## config.mk

```make
export PLATFORM = sky130hd
export DESIGN_NAME = minmax_tracker
export DESIGN_NICKNAME = d
export VERILOG_FILES = /design/src/rtl/minmax_pkg.sv /design/src/rtl/compare32bit.sv /design/src/rtl/minmax_tracker.sv
export SDC_FILE = /design/constraint.sdc
export NUM_CORES = 1
export LEC_CHECK = 0
export CORE_MARGIN = 4
export CORE_UTILIZATION = 37
export CTS_CLUSTER_DIAMETER = 150
export DETAILED_ROUTE_END_ITERATION = 7
export HOLD_SLACK_MARGIN = 0.08
export PLACE_DENSITY_LB_ADDON = 0.1
export SLEW_MARGIN = 20
export SYNTH_ARGS = -nofsm -noshare
export SYNTH_HDL_FRONTEND = slang
export SYNTH_SLANG_ARGS = --single-unit
```

## constraint.sdc

```tcl
create_clock -name clk -period 2.15 [get_ports clk]
set_input_delay 0.43 -clock clk [delete_from_list [all_inputs] [get_ports clk]]
set_output_delay 0.43 -clock clk [all_outputs]
set_load 0.02 [all_outputs]
```

## src/rtl/minmax_pkg.sv

```systemverilog
// Shared types and constants for the streaming min/max tracker.
package minmax_pkg;

  typedef enum logic [1:0] {
    IDLE  = 2'd0,
    ACCUM = 2'd1,
    HOLD  = 2'd2
  } state_t;

  localparam int          DATA_W    = 32;
  localparam logic [31:0] SIGN_FLIP = 32'h8000_0000;

endpackage

```

## src/rtl/compare32bit.sv

```systemverilog
// Unsigned 32-bit magnitude comparator producing one-hot greater/equal/less flags.
module compare32bit (
  input  logic [31:0] a,
  input  logic [31:0] b,
  output logic        AgtB,
  output logic        AeqB,
  output logic        AltB
);

  assign AgtB = (a > b);
  assign AeqB = (a == b);
  assign AltB = (a < b);

endmodule

```

## src/rtl/minmax_tracker.sv

```systemverilog
// Frame-based min/max tracker: accumulates min, max, their first positions and a
// saturating sample count, then holds the result until the consumer takes it.
module minmax_tracker
  import minmax_pkg::*;
#(
  parameter bit SIGNED = 1'b0,
  parameter int CNT_W  = 16
) (
  input  logic              clk,
  input  logic              rst_n,
  input  logic              in_valid,
  output logic              in_ready,
  input  logic [DATA_W-1:0] in_data,
  input  logic              in_last,
  output logic              out_valid,
  input  logic              out_ready,
  output logic [DATA_W-1:0] out_min,
  output logic [DATA_W-1:0] out_max,
  output logic [CNT_W-1:0]  out_min_idx,
  output logic [CNT_W-1:0]  out_max_idx,
  output logic [CNT_W-1:0]  out_count
);

  // Flipping the sign bit maps two's-complement order onto unsigned order.
  localparam logic [DATA_W-1:0] FLIP = SIGNED ? SIGN_FLIP : '0;

  state_t state, state_next;

  logic [DATA_W-1:0] min_q, max_q;
  logic [CNT_W-1:0]  min_idx_q, max_idx_q, count_q;
  logic [CNT_W-1:0]  count_inc;
  logic              accept;

  logic [DATA_W-1:0] data_cmp, min_cmp, max_cmp;
  logic              data_lt_min, data_gt_max;
  logic              min_gt_unused, min_eq_unused;
  logic              max_eq_unused, max_lt_unused;

  assign data_cmp = in_data ^ FLIP;
  assign min_cmp  = min_q ^ FLIP;
  assign max_cmp  = max_q ^ FLIP;

  compare32bit u_cmp_min (
    .a    (data_cmp),
    .b    (min_cmp),
    .AgtB (min_gt_unused),
    .AeqB (min_eq_unused),
    .AltB (data_lt_min)
  );

  compare32bit u_cmp_max (
    .a    (data_cmp),
    .b    (max_cmp),
    .AgtB (data_gt_max),
    .AeqB (max_eq_unused),
    .AltB (max_lt_unused)
  );

  assign in_ready  = (state != HOLD);
  assign out_valid = (state == HOLD);
  assign accept    = in_valid && in_ready;
  assign count_inc = (&count_q) ? count_q : count_q + CNT_W'(1);

  // NOTE: sequential state uses non-blocking assignments so every register
  // samples the pre-edge values of the others.
  always_ff @(posedge clk or negedge rst_n) begin
    if (!rst_n) state <= IDLE;
    else        state <= state_next;
  end

  // NOTE: next-state defaults to the current state first so no path through
  // the case statement can infer a latch.
  always_comb begin
    state_next = state;
    unique case (state)
      IDLE:    if (accept) state_next = in_last ? HOLD : ACCUM;
      ACCUM:   if (accept && in_last) state_next = HOLD;
      HOLD:    if (out_ready) state_next = IDLE;
      default: state_next = IDLE;
    endcase
  end

  always_ff @(posedge clk or negedge rst_n) begin
    if (!rst_n) begin
      min_q     <= '0;
      max_q     <= '0;
      min_idx_q <= '0;
      max_idx_q <= '0;
      count_q   <= '0;
    end else if (accept) begin
      if (state == IDLE) begin
        min_q     <= in_data;
        max_q     <= in_data;
        min_idx_q <= '0;
        max_idx_q <= '0;
        count_q   <= CNT_W'(1);
      end else begin
        // Strict compares: ties keep the first occurrence.
        if (data_lt_min) begin
          min_q     <= in_data;
          min_idx_q <= count_q;
        end
        if (data_gt_max) begin
          max_q     <= in_data;
          max_idx_q <= count_q;
        end
        count_q <= count_inc;
      end
    end
  end

  assign out_min     = min_q;
  assign out_max     = max_q;
  assign out_min_idx = min_idx_q;
  assign out_max_idx = max_idx_q;
  assign out_count   = count_q;

endmodule

```

==> metrics.yaml, run 1 <==
layout:
  n_fill_cell: 1493
  final_area_sq_mm: 0.0122
  syn_to_final_growth_pct: 72.4
  drive_above_1_share_pct: 40.2
  fin_nets: 1185
  diodes: 0
  final_util_pct: 65.0
placed_design:
  pre_cts_ws_ns: -1.15
  place_congestion: 0.870
  dpl_cell_area_sq_mm: 0.0102
  dp_hpwl_um: 16700
  portBuffers: 150
global_routing:
  grt_usage_pct: 23.3
  grt_pass1_wl_um: 40000
  first_global_vias: 7531
  overflow: 0
  grt_max_degree: 51
  antenna_found_initial: 0
route:
  vias: 7354
  wl_per_cell_um: 19.5
  first_iter_violations: 391
  drt-vias-per-instance: 5.53
  postRouteAntennaNets: 0
  drc: 0
  routed_wl_um: 25900
  first_pass_iters: 7
synthesis:
  synthTopCellsByArea: "dfrtp_1 (40%), ha_1 (11%), nand3_1 (5.4%)"
  synthTopCellsByCount: "dfrtp_1 (114), inv_1 (90), nand3_1 (77)"
  syn-num-nets: 853
  synth_area_sq_mm: 0.00708
  synth_most_common_cell: "dfrtp_1"
  synthFlopType: "dfrtp_1"
  ys_types: 57
  yosysTopAreaCell: "dfrtp_1"
  yosysSeqAreaShare_pct: 40.3
  avgSynthCellArea_sq_um: 9.42
  synth_edf_count: 0
  syn_inst: 752
  yosys_warnings: 0
  synth-async-reset-ratio_pct: 100
  yosys.area.top_type_share_pct: 40.3
  synth-seq-cells: 114
min_path:
  whs_endpoint: "out_max[8]"
  holdPathStages: 3
  min_from: "in_data[8]"
  hold_class: "in -> reg"
clock_tree:
  cts_max_level: 4
  numCtsBuffers: 17
  cts_tree: "built"
  clkTransAtPathRegs_ns: 0.06
  clock-root-buffer: "clkbuf_16"
  clk_path_buf_depth: 2
  clk_latency_ns: 0.43
  numClockSinks: 114
flow_run:
  drv_cap: 0
floorplanning:
  core_sq_mm: 0.0188
  rows: 50
  pin_count: 151
  dieArea_sq_mm: 0.0214
  fp.dieH_um: 146
  initial_utilization_pct: 37.7
  die_w_um: 146
status:
  violations: "negative setup slack"
  outcome: "finished with violations"
sta:
  holdWs_ns: 0.440
  worst_slew_pin_slew_ns: 0.711
  maxSlewViolCount: 0
  hold_viol: 0
  fin_crit_ns: 2.70
  setup_ws_ns: -0.549
  setup_viol: 96
  rsz0062_at_grt: "yes"
  skew_ns: 0.0136
  clock.fmax_mhz: 371
  slew_headroom_pct: 52.6
  finalCritPeriodShare_pct: 126
power_and_ir_drop:
  cellPowerDensity_mw_per_mm2: 1080
  power_mw: 13.2
  ir_drop_mv: 0.690
  p_leak_nw: 5.42
worst_setup_path:
  ff2ff_path_depth: 12
  cp_max_fo: 5
  timing.rr.end: "out_max[13]"
  worstSetupPathType: "reg -> reg"
  slowest_delay_ns: 0.58
  crit_required_ns: 2.46
  timing.rr.start: "out_max[24]"
  path_buf_inv: 5
  cp_cell_sequence: "inv_2, ha_4, nand4_1, buf_4, or4_4, nor3_4, o21ai_2, nand2_2, buf_6, buf_12, buf_16, mux2_4"
  worstPathArrival_ns: 3.01
  cp-end-kind: "flip-flop"
  r2r_slack_ns: -0.55
  critical-path-slowest-cell: "or4_4"
  cp-start-kind: "flip-flop"
  cp_top_family: "simple AND/OR/NAND/NOR gates"
worst min-delay path, cell delays in order:
cell	delay, ns
dlymetal6s2s_1	0.11
buf_4	0.15
mux2_2	0.14
per-layer routing:
metal	vias up	global-route usage [%]	share of wire, %
met1	3661	30.0	43
li1	3414	-	-
met3	54	4.72	4.7
met5	-	0	0
met2	225	39.6	50
met4	0	7.01	2.6
logic make-up after synthesis:
| group | after synthesis | synth area share, % |
|---|---|---|
| flip-flops | 114 | 40.3 |
| AND/OR/NAND/NOR | 226 | 18.0 |
| XOR/XNOR | 9 | 1.11 |
| AO/OA/AOI/OAI | 168 | 15.6 |
| buffers and inverters | 138 | 8.36 |
| adder cells (fa/ha/maj) | 64 | 11.3 |
| multiplexers | 33 | 5.39 |
final cells by class:
type / count / area, sq um / area share, %
tap: 234 / 293 / 2.40
inverter: 90 / 338 / 2.77
multi-input combinational: 501 / 4630 / 38.0
timing repair buffer: 360 / 3480 / 28.5
sequential: 114 / 2880 / 23.6
clock inverter: 15 / 160 / 1.31
clock buffer: 17 / 425 / 3.49
stage by stage:
| step | cells | TNS [ns] |
|---|---|---|
| 5_1_grt | 1331 | -45.64 |
| 3_5_place_dp | 1261 | -98.01 |
| 2_1_floorplan | 752 | -8.06 |
| 4_1_cts | 1320 | -38.49 |
| 3_3_place_gp | 1261 | -94.77 |
| 6_report | 1331 | -38.24 |
timing repair:
item | 4_1_cts | 5_1_grt
endpoints found under the setup margin | 97 | 99
gates resized for setup | 95 | 113
pin swaps | 44 | 91
endpoints found under the hold margin | 32 | 0
gates cloned | 8 | 3
hold buffers | 1 | 0
buffers inserted | 19 | 14
registers in the layout, indices dropped and copies added (netlist names):
register / cells
out_max: 32
out_min: 32
out_count: 16
out_max_idx: 16
out_min_idx: 16
state: 2
worst max-delay path by stage:
stage / from / to / slack, ns / cells past startpoint
after floorplan: out_max[27] / out_max[28] / -0.22 / 10
after global placement: in_data[5] / out_min_idx[2] / -1.13 / 11
after detailed placement: in_data[5] / out_min_idx[9] / -1.15 / 11
after CTS: out_max[25] / out_max[13] / -0.56 / 12
after global routing: out_max[24] / out_max[13] / -0.61 / 12
final: out_max[24] / out_max[13] / -0.55 / 12
placed cells by master (no fill, tap or decap), types with 8 or more instances in the layout:
cell type / count
inv_2: 14
buf_12: 15
nor2_1: 19
ha_4: 21
buf_6: 15
nand3_1: 13
clkbuf_16: 21
dfrtp_1: 91
nand3_4: 12
nand4_1: 41
dfrtp_2: 23
o21ai_0: 48
a21oi_1: 22
ha_1: 42
nand3b_1: 31
mux2_4: 13
buf_4: 171
mux2_2: 19
a32o_1: 16
inv_6: 8
nand2_1: 28
nand3_2: 54
clkdlybuf4s50_1: 121
o2bb2ai_1: 15
dlygate4sd2_1: 18
a31oi_1: 25
inv_1: 76
power by group:
part           internal [mW]  switching [mW]  leakage (nW)
Combinational           3.54            3.76          3.72
Clock                   1.65            1.24         0.284
Sequential              2.68           0.306          1.41
Power figures use the tool's default switching activity.
==> run 2: changes to the inputs <==
CORE_UTILIZATION = 47   (was 37)
==> metrics.yaml, run 2 (synthesized netlist as in run 1, its figures left out) <==
route:
  vias: 7558  # +2.8%
  first_pass_iters: 5  # -2
  drt-vias-per-instance: 5.96  # +7.8%
  routed_wl_um: 25300  # -2.6%
  first_iter_violations: 606  # +55%
  postRouteAntennaNets: 0  # unchanged
  wl_per_cell_um: 19.9  # +2.2%
  drc: 0  # unchanged
sta:
  worst_slew_pin_slew_ns: 0.648  # -0.0634 ns
  slew_headroom_pct: 56.8  # +4.2 points
  tns_ns: -40.51  # -2.27 ns
  holdWs_ns: 0.0906  # -0.349 ns
  skew_ns: 0.0121  # -0.00157 ns
  fin_crit_ns: 2.73  # +0.0331 ns
  setup_viol: 96  # unchanged
  setup_ws_ns: -0.582  # -0.0331 ns
  rsz0062_at_grt: "yes"
  finalCritPeriodShare_pct: 127  # +1.5 points
  hold_viol: 0  # unchanged
  clock.fmax_mhz: 366  # -1.2%
  maxSlewViolCount: 0  # unchanged
flow_run:
  drv_cap: 0  # unchanged
global_routing:
  grt_pass1_wl_um: 37800  # -5.5%
  grt_usage_pct: 28.1  # +4.9 points
  first_global_vias: 7614  # +1.1%
  antenna_found_initial: 0  # unchanged
  overflow: 0  # unchanged
  grt_max_degree: 115  # +130%
layout:
  diodes: 0  # unchanged
  final_util_pct: 80.2  # +15 points
  layout_commonest_cell: "buf_4"
  syn_to_final_growth_pct: 65.8
  final_cells: 1269  # -4.7%
  n_fill_cell: 878  # -41%
  final_area_sq_mm: 0.0117  # -3.8%
  layout_common_cells: "buf_4 (161), clkdlybuf4s50_1 (126), dfrtp_1 (91)"
  fin_nets: 1173  # -1.0%
  drive_above_1_share_pct: 36.4  # -3.8 points
placed_design:
  placedCellCount: 1201  # -4.8%
  portBuffers: 150  # unchanged
  place_congestion: 0.848  # -2.6%
  pre_cts_ws_ns: -1.14  # +0.0127 ns
  dpl_cell_area_sq_mm: 0.0100  # -1.8%
  dp_hpwl_um: 15700  # -5.8%
floorplanning:
  die_w_um: 131  # -11%
  initial_utilization_pct: 48.4  # +11 points
  fp.dieH_um: 131  # -11%
  dieArea_sq_mm: 0.0171  # -20%
  rows: 44  # -12%
  pin_count: 151  # unchanged
  core_sq_mm: 0.0146  # -22%
clock_tree:
  numClockSinks: 114  # unchanged
  clock-root-buffer: "clkbuf_16"
  clk_path_buf_depth: 2  # unchanged
  cts_tree: "built"
  hold_buffers: 0  # -1
  clk_latency_ns: 0.43  # about the same
  clkTransAtPathRegs_ns: 0.06  # about the same
  cts_max_level: 4  # unchanged
  numCtsBuffers: 17  # unchanged
worst_setup_path:
  timing.rr.start: "out_max[26]"
  cp-end-kind: "flip-flop"
  cp-startpoint: "out_max[26]"
  crit_required_ns: 2.45  # about the same
  worstSetupPathType: "reg -> reg"
  cp_max_fo: 7  # +2
  worstPathArrival_ns: 3.03  # +0.02 ns
  cp-start-kind: "flip-flop"
power_and_ir_drop:
  cellPowerDensity_mw_per_mm2: 1090  # +0.79%
  ir_drop_mv: 0.749  # +8.6%
  p_leak_nw: 5.31  # -2.1%
  power_mw: 12.8  # -3.1%
status:
  outcome: "finished with violations"
  violations: "negative setup slack"
min_path:
  hold_class: "in -> async"
run 2: cell count changes in the layout (fill, tap and decap cells not counted), moves of 6 or more:
cell / delta
a31oi_1: +6
mux2_4: +19
nand3_2: -20
nand3_1: +23
buf_4: -10
mux2_2: -19
buf_12: -8
a31oi_4: -7
run 2: critical path, stage by stage, from the launching register on:
cell	delay, ns
dfrtp_2	0.37
inv_1	0.08
ha_4	0.28
nand4_1	0.13
buf_4	0.17
or4_4	0.56
nor3_4	0.22
o21ai_2	0.11
nand2_4	0.13
buf_12	0.13
buf_12	0.13
mux2_4	0.31
run 2: final cells by class:
| class | instances | area (sq um) | area share (%) |
|---|---|---|---|
| Timing Repair Buffer | 348 | 3290 | 28.0 |
| Clock inverter | 13 | 128 | 1.09 |
| Multi-Input combinational cell | 501 | 4420 | 37.6 |
| Inverter | 90 | 338 | 2.88 |
| Sequential cell | 114 | 2880 | 24.5 |
| Clock buffer | 19 | 453 | 3.86 |
| Tap cell | 184 | 230 | 1.96 |
run 2: final timing paths:
path	to	depth (start not counted)	slack, ns
setup / recovery	out_max[25]	11	-0.58
min in group clk	out_max[14]	3	0.50
setup reg to reg	out_max[25]	11	-0.58
max in group asynchronous	out_max[10]	2	1.53
hold reg to reg	out_max_idx[1]	2	0.51
hold / removal	out_min[25]	2	0.09
run 2: report_power, final:
| part | switching [mW] | total, mW | leakage [nW] | internal, mW |
|---|---|---|---|---|
| combinational | 3.61 | 6.97 | 3.61 | 3.37 |
| clock | 1.13 | 2.79 | 0.277 | 1.67 |
| sequential | 0.326 | 3.00 | 1.41 | 2.68 |
run 2: timing repair:
| item | CTS | global route |
|---|---|---|
| resized for setup | 110 | 85 |
| endpoints found under the hold margin | 0 | 0 |
| gates cloned | 12 | 1 |
| endpoints found under the setup margin | 98 | 103 |
| setup buffers | 28 | 10 |
| pin swaps | 46 | 72 |
run 2: routing by layer:
| layer | vias up | global-route usage, % | part of all wire (%) |
|---|---|---|---|
| li1 | 3397 | - | - |
| met5 | - | 0 | 0 |
| met2 | 358 | 46.7 | 50 |
| met4 | 0 | 10.0 | 2.4 |
| met1 | 3742 | 36.6 | 42 |
| met3 | 61 | 5.89 | 6.4 |
==> run 3: changes to the inputs <==
CTS_CLUSTER_SIZE = 12   (was not set)
==> results of run 3 <==
No change in the layout: final DEF, timing and power equal those of run 2.
